### src/rtl/nvme_queue_engine.sv
`default_nettype none
// ============================================================================
// Module      : nvme_queue_engine
// Description : NVMe I/O queue pair engine. Builds READ/WRITE SQEs into the
//               SQ ring, rings SQ/CQ doorbells over AXI-Lite and consumes CQEs
//               with phase-tag tracking.
// Revision    : 1.0 - initial release
// ============================================================================
module nvme_queue_engine #(
    parameter int          QDEPTH     = 16,
    parameter int          QID        = 1,
    parameter int          NSID       = 1,
    parameter int          DSTRD      = 0,
    parameter logic [31:0] DB_BASE    = 32'h1000,
    parameter logic [63:0] SQ_BASE    = 64'h20000,
    parameter logic [63:0] BUF_BASE   = 64'h0,
    parameter int          SLOT_BYTES = 4096,
    parameter int          LBA_BYTES  = 512,
    parameter int          ADDR_WIDTH = 32
) (
    input  logic                        clk,
    input  logic                        rst,
    input  logic                        cmd_valid,
    output logic                        cmd_ready,
    input  logic                        cmd_write,
    input  logic [63:0]                 cmd_slba,
    input  logic [7:0]                  cmd_nlb,
    output logic [$clog2(QDEPTH)-1:0]   cmd_cid,
    output logic                        sqe_valid,
    input  logic                        sqe_ready,
    output logic [ADDR_WIDTH-1:0]       sqe_addr,
    output logic [511:0]                sqe_data,
    output logic [31:0]                 db_awaddr,
    output logic                        db_awvalid,
    input  logic                        db_awready,
    output logic [31:0]                 db_wdata,
    output logic                        db_wvalid,
    input  logic                        db_wready,
    input  logic                        db_bvalid,
    output logic                        db_bready,
    input  logic [1:0]                  db_bresp,
    input  logic                        cqe_valid,
    output logic                        cqe_ready,
    input  logic [127:0]                cqe_data,
    output logic                        cpl_valid,
    input  logic                        cpl_ready,
    output logic [15:0]                 cpl_cid,
    output logic [14:0]                 cpl_status,
    output logic                        err_phase,
    output logic                        err_bresp
);

    localparam int                    c_qw      = $clog2(QDEPTH);
    localparam logic [c_qw-1:0]       c_one     = c_qw'(1);
    localparam logic [c_qw-1:0]       c_last    = c_qw'(QDEPTH - 1);
    localparam logic [ADDR_WIDTH-1:0] c_sq_base = SQ_BASE[ADDR_WIDTH-1:0];
    localparam logic [ADDR_WIDTH-1:0] c_buf_base = BUF_BASE[ADDR_WIDTH-1:0];
    localparam logic [ADDR_WIDTH-1:0] c_slot    = ADDR_WIDTH'(SLOT_BYTES);
    localparam logic [ADDR_WIDTH-1:0] c_page    = ADDR_WIDTH'(4096);
    localparam logic [31:0]           c_sq_db   = DB_BASE + 32'((2 * QID) * (4 << DSTRD));
    localparam logic [31:0]           c_cq_db   = DB_BASE + 32'((2 * QID + 1) * (4 << DSTRD));

    localparam logic [1:0] c_idle = 2'd0;
    localparam logic [1:0] c_addr = 2'd1;
    localparam logic [1:0] c_resp = 2'd2;

    logic [c_qw-1:0]       r_sq_tail, r_sq_head, r_cq_head;
    logic                  r_phase;
    logic                  r_sqe_valid;
    logic [ADDR_WIDTH-1:0] r_sqe_addr;
    logic [511:0]          r_sqe_data;
    logic                  r_sq_pend, r_cq_pend;
    logic [1:0]            r_state, w_state_nxt;
    logic                  r_awvalid, r_wvalid;
    logic [31:0]           r_awaddr, r_wdata;
    logic                  r_err_bresp, r_err_phase;
    logic                  r_cpl_valid;
    logic [15:0]           r_cpl_cid;
    logic [14:0]           r_cpl_status;

    logic                  w_full, w_cmd_acc, w_sqe_hs;
    logic                  w_cqe_rdy, w_cqe_acc, w_ph_ok;
    logic                  w_db_start;
    logic                  w_span;
    logic [ADDR_WIDTH-1:0] w_prp1, w_prp2;
    logic [511:0]          w_sqe;

    assign w_full    = (r_sq_tail + c_one) == r_sq_head;
    assign cmd_ready = ~w_full & ~r_sqe_valid;
    assign cmd_cid   = r_sq_tail;
    assign w_cmd_acc = cmd_valid & cmd_ready;
    assign w_sqe_hs  = r_sqe_valid & sqe_ready;

    // PRP1 sits at the slot start, so a second page is needed once the transfer exceeds 4 KiB
    assign w_span = ((32'(cmd_nlb) + 32'd1) * 32'(LBA_BYTES)) > 32'd4096;
    assign w_prp1 = c_buf_base + ADDR_WIDTH'(r_sq_tail) * c_slot;
    assign w_prp2 = w_span ? (w_prp1 + c_page) : '0;

    always_comb begin
        w_sqe            = '0;
        w_sqe[31:0]      = {16'(r_sq_tail), 2'b00, 4'b0000, 2'b00, (cmd_write ? 8'h01 : 8'h02)};
        w_sqe[63:32]     = 32'(NSID);
        w_sqe[255:192]   = 64'(w_prp1);
        w_sqe[319:256]   = 64'(w_prp2);
        w_sqe[383:320]   = cmd_slba;
        w_sqe[415:384]   = {24'b0, cmd_nlb};
    end

    always_ff @(posedge clk) begin
        if (rst) begin
            r_sqe_valid <= 1'b0;
            r_sq_tail   <= '0;
        end else if (w_cmd_acc) begin
            r_sqe_valid <= 1'b1;
        end else if (w_sqe_hs) begin
            r_sqe_valid <= 1'b0;
            r_sq_tail   <= r_sq_tail + c_one;
        end
    end

    always_ff @(posedge clk) begin
        if (w_cmd_acc) begin
            r_sqe_data <= w_sqe;
            r_sqe_addr <= c_sq_base + (ADDR_WIDTH'(r_sq_tail) << 6);
        end
    end

    assign sqe_valid = r_sqe_valid;
    assign sqe_addr  = r_sqe_addr;
    assign sqe_data  = r_sqe_data;

    // CQE intake; phase lives in DW3[16], new SQ head in DW2[15:0]
    assign w_cqe_rdy = ~r_cpl_valid | cpl_ready;
    assign w_cqe_acc = cqe_valid & w_cqe_rdy;
    assign w_ph_ok   = cqe_data[112] == r_phase;
    assign cqe_ready = w_cqe_rdy;

    always_ff @(posedge clk) begin
        if (rst) begin
            r_sq_head   <= '0;
            r_cq_head   <= '0;
            r_phase     <= 1'b1;
            r_cpl_valid <= 1'b0;
            r_cpl_cid   <= '0;
            r_cpl_status <= '0;
            r_err_phase <= 1'b0;
        end else begin
            r_err_phase <= w_cqe_acc & ~w_ph_ok;
            if (w_cqe_acc && w_ph_ok) begin
                r_sq_head    <= cqe_data[64 +: c_qw];
                r_cq_head    <= r_cq_head + c_one;
                if (r_cq_head == c_last) begin
                    r_phase <= ~r_phase;
                end
                r_cpl_valid  <= 1'b1;
                r_cpl_cid    <= cqe_data[111:96];
                r_cpl_status <= cqe_data[127:113];
            end else if (cpl_ready) begin
                r_cpl_valid <= 1'b0;
            end
        end
    end

    assign cpl_valid  = r_cpl_valid;
    assign cpl_cid    = r_cpl_cid;
    assign cpl_status = r_cpl_status;
    assign err_phase  = r_err_phase;

    // Doorbell sequencer; new events re-arm the pend bit so writes coalesce
    assign w_db_start = (r_state == c_idle) & (r_cq_pend | r_sq_pend);

    always_comb begin
        w_state_nxt = r_state;
        case (r_state)
            c_idle:  if (w_db_start) w_state_nxt = c_addr;
            c_addr:  if ((~r_awvalid | db_awready) && (~r_wvalid | db_wready)) w_state_nxt = c_resp;
            c_resp:  if (db_bvalid) w_state_nxt = c_idle;
            default: w_state_nxt = c_idle;
        endcase
    end

    always_ff @(posedge clk) begin
        if (rst) begin
            r_state <= c_idle;
        end else begin
            r_state <= w_state_nxt;
        end
    end

    always_ff @(posedge clk) begin
        if (rst) begin
            r_sq_pend   <= 1'b0;
            r_cq_pend   <= 1'b0;
            r_awvalid   <= 1'b0;
            r_wvalid    <= 1'b0;
            r_awaddr    <= '0;
            r_wdata     <= '0;
            r_err_bresp <= 1'b0;
        end else begin
            r_err_bresp <= (r_state == c_resp) & db_bvalid & (db_bresp != 2'b00);
            if (w_sqe_hs) begin
                r_sq_pend <= 1'b1;
            end else if (w_db_start && !r_cq_pend) begin
                r_sq_pend <= 1'b0;
            end
            if (w_cqe_acc && w_ph_ok) begin
                r_cq_pend <= 1'b1;
            end else if (w_db_start) begin
                r_cq_pend <= 1'b0;
            end
            if (w_db_start) begin
                r_awvalid <= 1'b1;
                r_wvalid  <= 1'b1;
                r_awaddr  <= r_cq_pend ? c_cq_db : c_sq_db;
                r_wdata   <= r_cq_pend ? 32'(r_cq_head) : 32'(r_sq_tail);
            end else if (r_state == c_addr) begin
                if (db_awready) r_awvalid <= 1'b0;
                if (db_wready)  r_wvalid  <= 1'b0;
            end
        end
    end

    assign db_awaddr  = r_awaddr;
    assign db_awvalid = r_awvalid;
    assign db_wdata   = r_wdata;
    assign db_wvalid  = r_wvalid;
    assign db_bready  = 1'b1;
    assign err_bresp  = r_err_bresp;

endmodule
`default_nettype wire

### config.mk
export PLATFORM = sky130hd
export DESIGN_NAME = nvme_queue_engine
export DESIGN_NICKNAME = d
export VERILOG_FILES = /design/src/rtl/nvme_queue_engine.sv
export SDC_FILE = /design/constraint.sdc
export NUM_CORES = 1
export LEC_CHECK = 0
export CAP_MARGIN = 10
export CORE_AREA = 2 2 333 335
export DETAILED_ROUTE_END_ITERATION = 16
export DIE_AREA = 0 0 335 337
export GPL_ROUTABILITY_DRIVEN = 0
export PLACE_DENSITY = 0.33
export REMOVE_ABC_BUFFERS = 1
export SETUP_SLACK_MARGIN = 0.05
export SLEW_MARGIN = 20
export SYNTH_ARGS = -nofsm -noshare
export SYNTH_HDL_FRONTEND = slang
export SYNTH_SLANG_ARGS = --single-unit
### constraint.sdc
create_clock -name clk -period 19.55 [get_ports clk]
set_input_delay 2.9325 -clock clk [delete_from_list [all_inputs] [get_ports clk]]
set_output_delay 2.9325 -clock clk [all_outputs]
set_load 0.05 [all_outputs]
==> results of run 1 <==
-- worst register-to-register path, delay by kind of cell, from the launching register on --
kind                       cells  cell delay [ns]
adders and majority gates      1             0.33
buffers and inverters          1             0.75
and+or+nand+nor                2             0.30
DFF                            1             0.65
xor gates and xnor gates       2             0.31
-- cells by family (layout without fill, tap and decap cells) --
kind of cell	count (synthesis)	after routing	synth area share, %
mux	5	5	0.570
xor+xnor	13	13	1.47
buf+inv	547	302	46.1
compound gates	55	55	3.39
flops	143	143	42.0
fa+ha+maj	2	2	0.285
other cells	2	511	0.0855
simple gates	126	126	6.10
-- path summary, 6_finish.rpt --
path	startpoint	to	cells past startpoint
max	cpl_ready	cqe_ready	3
min reg2reg	cpl_cid[11]$_SDFFE_PP0P_	cpl_cid[11]$_SDFFE_PP0P_	2
min	cpl_cid[11]$_SDFFE_PP0P_	cpl_cid[11]$_SDFFE_PP0P_	2
max reg2reg	cmd_cid[0]$_SDFFE_PP0P_	sqe_data[357]$_DFFE_PP_	6
-- metal layers --
layer	up-vias	share of wire, %	global-route usage [%]
li1	2329	-	-
met4	4	1.5	1.72
met2	442	47	6.34
met5	-	0.11	0
met3	23	15	2.82
met1	2264	37	4.20
-- cell usage in the layout (no fill, tap or decap), types with 2 or more instances in the layout --
master / n
conb_1: 511
clkdlybuf4s50_1: 259
edfxtp_1: 83
nand2_1: 78
dfxtp_1: 60
a21oi_1: 44
nor2_1: 24
clkbuf_16: 17
xor2_1: 7
nand3_1: 7
inv_8: 6
buf_4: 6
inv_1: 5
mux2i_1: 5
xnor2_1: 4
a211oi_1: 4
inv_6: 4
xnor2_2: 2
nand4_1: 2
nor2b_1: 2
or3_1: 2
o21ai_0: 2
ha_1: 2
clkinv_4: 2
-- area by class of cell --
cell class | instances | area [um2] | share of cell area, %
clock buffer | 17 | 425 | 3.64
clock inverter | 15 | 161 | 1.38
inverter | 5 | 18.8 | 0.160
multi-input combinational | 712 | 2970 | 25.4
sequential | 143 | 3690 | 31.6
tap | 1426 | 1780 | 15.3
timing repair buffer | 265 | 2640 | 22.6
-- power breakdown --
part           leakage, nW  total, W  internal (W)  switching, W
Sequential            1.28  0.000356      0.000345     0.0000112
Combinational         3.02  0.000396     0.0000637      0.000332
Clock                0.288  0.000355      0.000182      0.000173
-- state kept, by name, indices dropped and copies added (netlist names) --
name / flops
r_sq_pend: 1
r_cq_head: 4
sqe_valid: 1
db_wdata: 4
db_awvalid: 1
r_cq_pend: 1
cpl_cid: 16
cmd_cid: 4
r_state: 2
r_sq_head: 4
err_phase: 1
cpl_status: 15
db_wvalid: 1
r_phase: 1
err_bresp: 1
sqe_data: 83
cpl_valid: 1
db_awaddr: 2
-- metrics by stage --
stage          area (um2)  utilization, %  setup WS (ns)  instances  hold WS, ns
2_1_floorplan        6670               -           10.0        860        0.442
3_3_place_gp        11100            10.1          11.78       2551        0.444
3_5_place_dp        11100            10.1          11.78       2551        0.449
4_1_cts             11700            10.7          11.77       2583        0.457
5_1_grt             11700            10.7          11.74       2583        0.480
6_report            11700            10.7          11.78       2583        0.456
==> results.ini, run 1 <==
[outcome]
status = finished clean

[final_layout]
final_layout_size_suffix_gt1_share_pct = 3.80
layout-area-overhead-vs-synth_pct = 33.1
num_antenna_cells = 0
n_fill_cell = 12600
nNetsFinal = 1358

[yosys]
yosysWarnings = 0
synth_top_area_share_pct = 45.3
synth_edf_count = 83
ys_ff_latch = 143
synth.most_common_cell = buf_4
ys_async_sr_fraction_pct = 0
netlist_instances = 893
yosys.area.top_type = buf_4
synth_cell_types = 34
synthTopCellsByCount = 530 x buf_4, 83 x edfxtp_1, 78 x nand2_1
ys_seq_area_share_pct = 42.0
synthTopCellsByArea = buf_4 45%, edfxtp_1 28%, dfxtp_1 14%, nand2_1 3.3%, a21oi_1 2.5%
syn_area_um2 = 8790
synth-main-ff-cell = edfxtp_1
syn_avg_cell_area_um2 = 9.84

[pwr]
leakage_nw = 4.59
power.density_nw_per_um2 = 94.7
total_power_w = 0.00111
max-vdd-ir-drop_uv = 52.5

[worst_setup_path]
cpLargestDelayFamily = buffers and inverters
slowest_delay_ns = 0.93
worst-setup-path-type = primary input to output port
rrSetupSlack_ns = 16.75
cp_max_fo = 7
end_kind = output port
critical_path_buf_inv_count = 2
critical_path.startpoint_type = primary input
arrival_ns = 4.84
cp.required_ns = 16.62
worstPathCellList = clkdlybuf4s50_1 -> nand2b_1 -> clkdlybuf4s50_1
cp_slowest_cell = clkdlybuf4s50_1
crit_top_cell = clkdlybuf4s50_1

[drt]
dr.pass1.iters = 4
vias_per_cell = 1.96
wl_per_cell_um = 9.48
drc_errors = 0
ant_nets = 0
via_count = 5062
wl_um = 24500
detail_route.iter0.violations = 158

[run]
cap_viol_max_count = 0

[global_route]
antenna_found_initial = 2
grt_pass1_wl_um = 30600
grt-ovfl-total = 0
grt_pass1_vias = 4045
grt_usage_pct = 4.06
grt_max_degree = 69

[die]
initial_core_util_pct = 8.02
coreArea_um2 = 110000
placementRows = 122
die_w_um = 335
die_h_um = 337
die-area_um2 = 113000
ioPinCount = 864

[timing]
period_minus_slack_ns = 7.77
rsz0062_at_grt = no
tns_ns = 0
finalClockSkew_ns = 0.0180
fmax_mhz = 129
maxSlewHeadroom_pct = 31.8
fin_crit_sh_pct = 39.7
tightest_slew_ns = 1.02
final-hold-violation-count = 0
setup_viol = 0
slew_viol_final = 0

[clock_network]
cts_tree = done
cts_made_buffers = 17
clkSinkCount = 143
htreeDepth = 4
cts-root-buf = clkbuf_16
ctsHoldBuffers = 0
clk_latency_ns = 0.49
cts_buffer_depth = 2
cts_resized = 0
path_clk_slew_ns = 0.07
post_cts_buffers = 0

[place]
dp_hpwl_um = 18900
io_buffers = 260

[worst_hold_path]
hold_path_class = flop to flop

Note: power is estimated with default switching activity, not from simulation.
==> run 2: changes to the inputs <==
Clock period 19.55 ns to 7.77 ns, I/O delays scaled along.
==> results of run 2 <==
The final DEF is identical to that of run 1. Status: finished clean.
Among the figures that moved: setup slack after placement 11.78 ns -> 3.53 ns; setup slack after layout 11.78 ns -> 3.54 ns; register-to-register setup slack 16.75 ns -> 4.97 ns; total power 0.00111 W -> 0.00279 W; worst IR drop on VDD 52.5 uV -> 132 uV
==> run 3: changes to the inputs <==
Clock period 7.77 ns to 4.1 ns, I/O delays scaled along.
==> run 3 against run 2 <==
Effect of this change: combinational power up 91%; final cell count increased by 0.19%; design area is 0.51% higher; via count rose by 0.91%; largest power group unchanged; total power up 89%; clock-buffer cell count unchanged; critical path depth rose by 3; sequential share of layout area shrank 0.16 points; first-iteration DRC count is 1.9% lower; worst setup slack worse by 2.7 ns.
==> results.ini, run 3 (same netlist as run 1, synthesis figures left out) <==
[outcome]
status = finished clean

[drt]
drc_errors = 0  ; unchanged
wl_um = 24500  ; +0.13%
detail_route.iter0.violations = 155  ; -1.9%
via_count = 5108  ; +0.91%
wl_per_cell_um = 9.47  ; about the same
dr.pass1.iters = 4  ; unchanged
vias_per_cell = 1.97  ; +0.71%
ant_nets = 0  ; unchanged

[die]
die-area_um2 = 113000  ; unchanged
initial_core_util_pct = 8.02  ; unchanged
placementRows = 122  ; unchanged
ioPinCount = 864  ; unchanged
die_w_um = 335  ; unchanged
die_h_um = 337  ; unchanged
coreArea_um2 = 110000  ; unchanged

[worst_setup_path]
worst-setup-path-type = flop to output port
cp.required_ns = 3.48
arrival_ns = 2.62
worstPathCellList = ha_1 -> xnor2_2 -> xnor2_1 -> nor4_2 -> nor2_1 -> clkdlybuf4s50_1
cp_max_fo = 3  ; -4
cp_slowest_cell = clkdlybuf4s50_1
end_kind = output port
slowest_delay_ns = 0.73  ; -0.20 ns
critical_path.startpoint_type = flop

[timing]
setup_viol = 0  ; unchanged
fmax_mhz = 309
slew_viol_final = 0  ; unchanged
fin_crit_sh_pct = 78.9
whs_ns = 0.456  ; +0.000640 ns
tns_ns = 0  ; unchanged
final-hold-violation-count = 0  ; unchanged
maxSlewHeadroom_pct = 36.0  ; +4.2 points
tightest_slew_ns = 0.957  ; -0.0628 ns
finalClockSkew_ns = 0.0182  ; +0.000248 ns
rsz0062_at_grt = no
period_minus_slack_ns = 3.23
layout_setup_ws_ns = 0.867

[global_route]
grt-ovfl-total = 0  ; unchanged
grt_pass1_wl_um = 31100  ; +1.6%
grt_max_degree = 67  ; -2.9%
antenna_found_initial = 4  ; +2
grt_usage_pct = 4.08  ; +0.023 points
grt_pass1_vias = 4074  ; +0.72%

[final_layout]
final_common_cell = conb_1
nNetsFinal = 1362  ; +0.29%
largest_reg_flops = 83  ; unchanged
n_fill_cell = 12600  ; +0.20%
layout-area-overhead-vs-synth_pct = 33.8
final_cell_mix = 511 x conb_1, 259 x clkdlybuf4s50_1, 83 x edfxtp_1, 78 x nand2_1, 60 x dfxtp_1
final_layout_size_suffix_gt1_share_pct = 4.13  ; +0.33 points
finalInstanceArea_um2 = 11800  ; +0.51%

[run]
cap_viol_max_count = 0  ; unchanged

[clock_network]
htreeDepth = 4  ; unchanged
cts_tree = done
cts_resized = 0  ; unchanged
cts_made_buffers = 17  ; unchanged
post_cts_buffers = 0  ; unchanged
ctsHoldBuffers = 0  ; unchanged
cts_buffer_depth = 2  ; unchanged
path_clk_slew_ns = 0.07  ; about the same
clkSinkCount = 143  ; unchanged
cts-root-buf = clkbuf_16
clk_latency_ns = 0.48  ; about the same

[place]
dp_slack_ns = 0.961
place_area_um2 = 11200  ; +0.50%
dp_hpwl_um = 19000  ; +0.84%
io_buffers = 260  ; unchanged

[worst_hold_path]
hold_path_class = flop to flop

[pwr]
leakage_nw = 4.62  ; +0.66%
power.density_nw_per_um2 = 449
max-vdd-ir-drop_uv = 227

## run 3: changes by cell type in the layout (fill, tap and decap cells not counted), sizes merged
cell | before | now
buf | 6 | 10
diode | 0 | 1
## run 3: path summary, 6_finish.rpt
kind                                   start                     endpoint  slack, ns  cells past startpoint
setup reg to reg      cpl_valid$_SDFFE_PP0P_  cpl_status[12]$_SDFFE_PP0P_       1.95                      5
hold reg to reg   cpl_status[4]$_SDFFE_PP0P_   cpl_status[4]$_SDFFE_PP0P_       0.46                      2
setup / recovery     cmd_cid[0]$_SDFFE_PP0P_                    cmd_ready       0.87                      6
hold / removal    cpl_status[4]$_SDFFE_PP0P_   cpl_status[4]$_SDFFE_PP0P_       0.46                      2
## run 3: through the flow
stage | instances | util, % | power (W)
floorplan | 860 | - | 0.00322
global placement | 2555 | 10.2 | 0.00364
detailed placement | 2555 | 10.2 | 0.00364
CTS | 2587 | 10.7 | 0.00544
global route | 2587 | 10.7 | 0.00555
finish | 2588 | 10.7 | 0.00528
## run 3: routing by layer
| layer | GRT usage [%] | vias up | share of wire [%] |
|---|---|---|---|
| met3 | 2.68 | 21 | 15 |
| met1 | 4.15 | 2293 | 36 |
| li1 | - | 2342 | - |
| met2 | 6.44 | 450 | 47 |
| met4 | 2.03 | 2 | 1.8 |
| met5 | 0 | - | 0.053 |
## run 3: critical path, delay by kind of cell (launching register included)
family,cells,cell delay (ns)
xor gates and xnor gates,2,0.32
adders and majority gates,1,0.25
buffers and inverters,1,0.73
DFF,1,0.32
and+or+nand+nor,2,0.52
## run 3: cell type report
cell class / count / area [um2] / share of cell area [%]
multi-input combinational: 712 / 2970 / 25.3
clock inverter: 15 / 164 / 1.39
sequential: 143 / 3690 / 31.4
antenna: 1 / 2.50 / 0.0213
inverter: 5 / 18.8 / 0.160
tap: 1426 / 1780 / 15.2
clock buffer: 17 / 425 / 3.62
timing repair buffer: 269 / 2690 / 22.9
## run 3: where the power goes
part / switching (W) / leakage (nW) / internal (W)
Clock: 0.000818 / 0.288 / 0.000867
Combinational: 0.00159 / 3.05 / 0.000311
Sequential: 0.0000495 / 1.28 / 0.00164
Total: 0.00246 / 4.62 / 0.00282
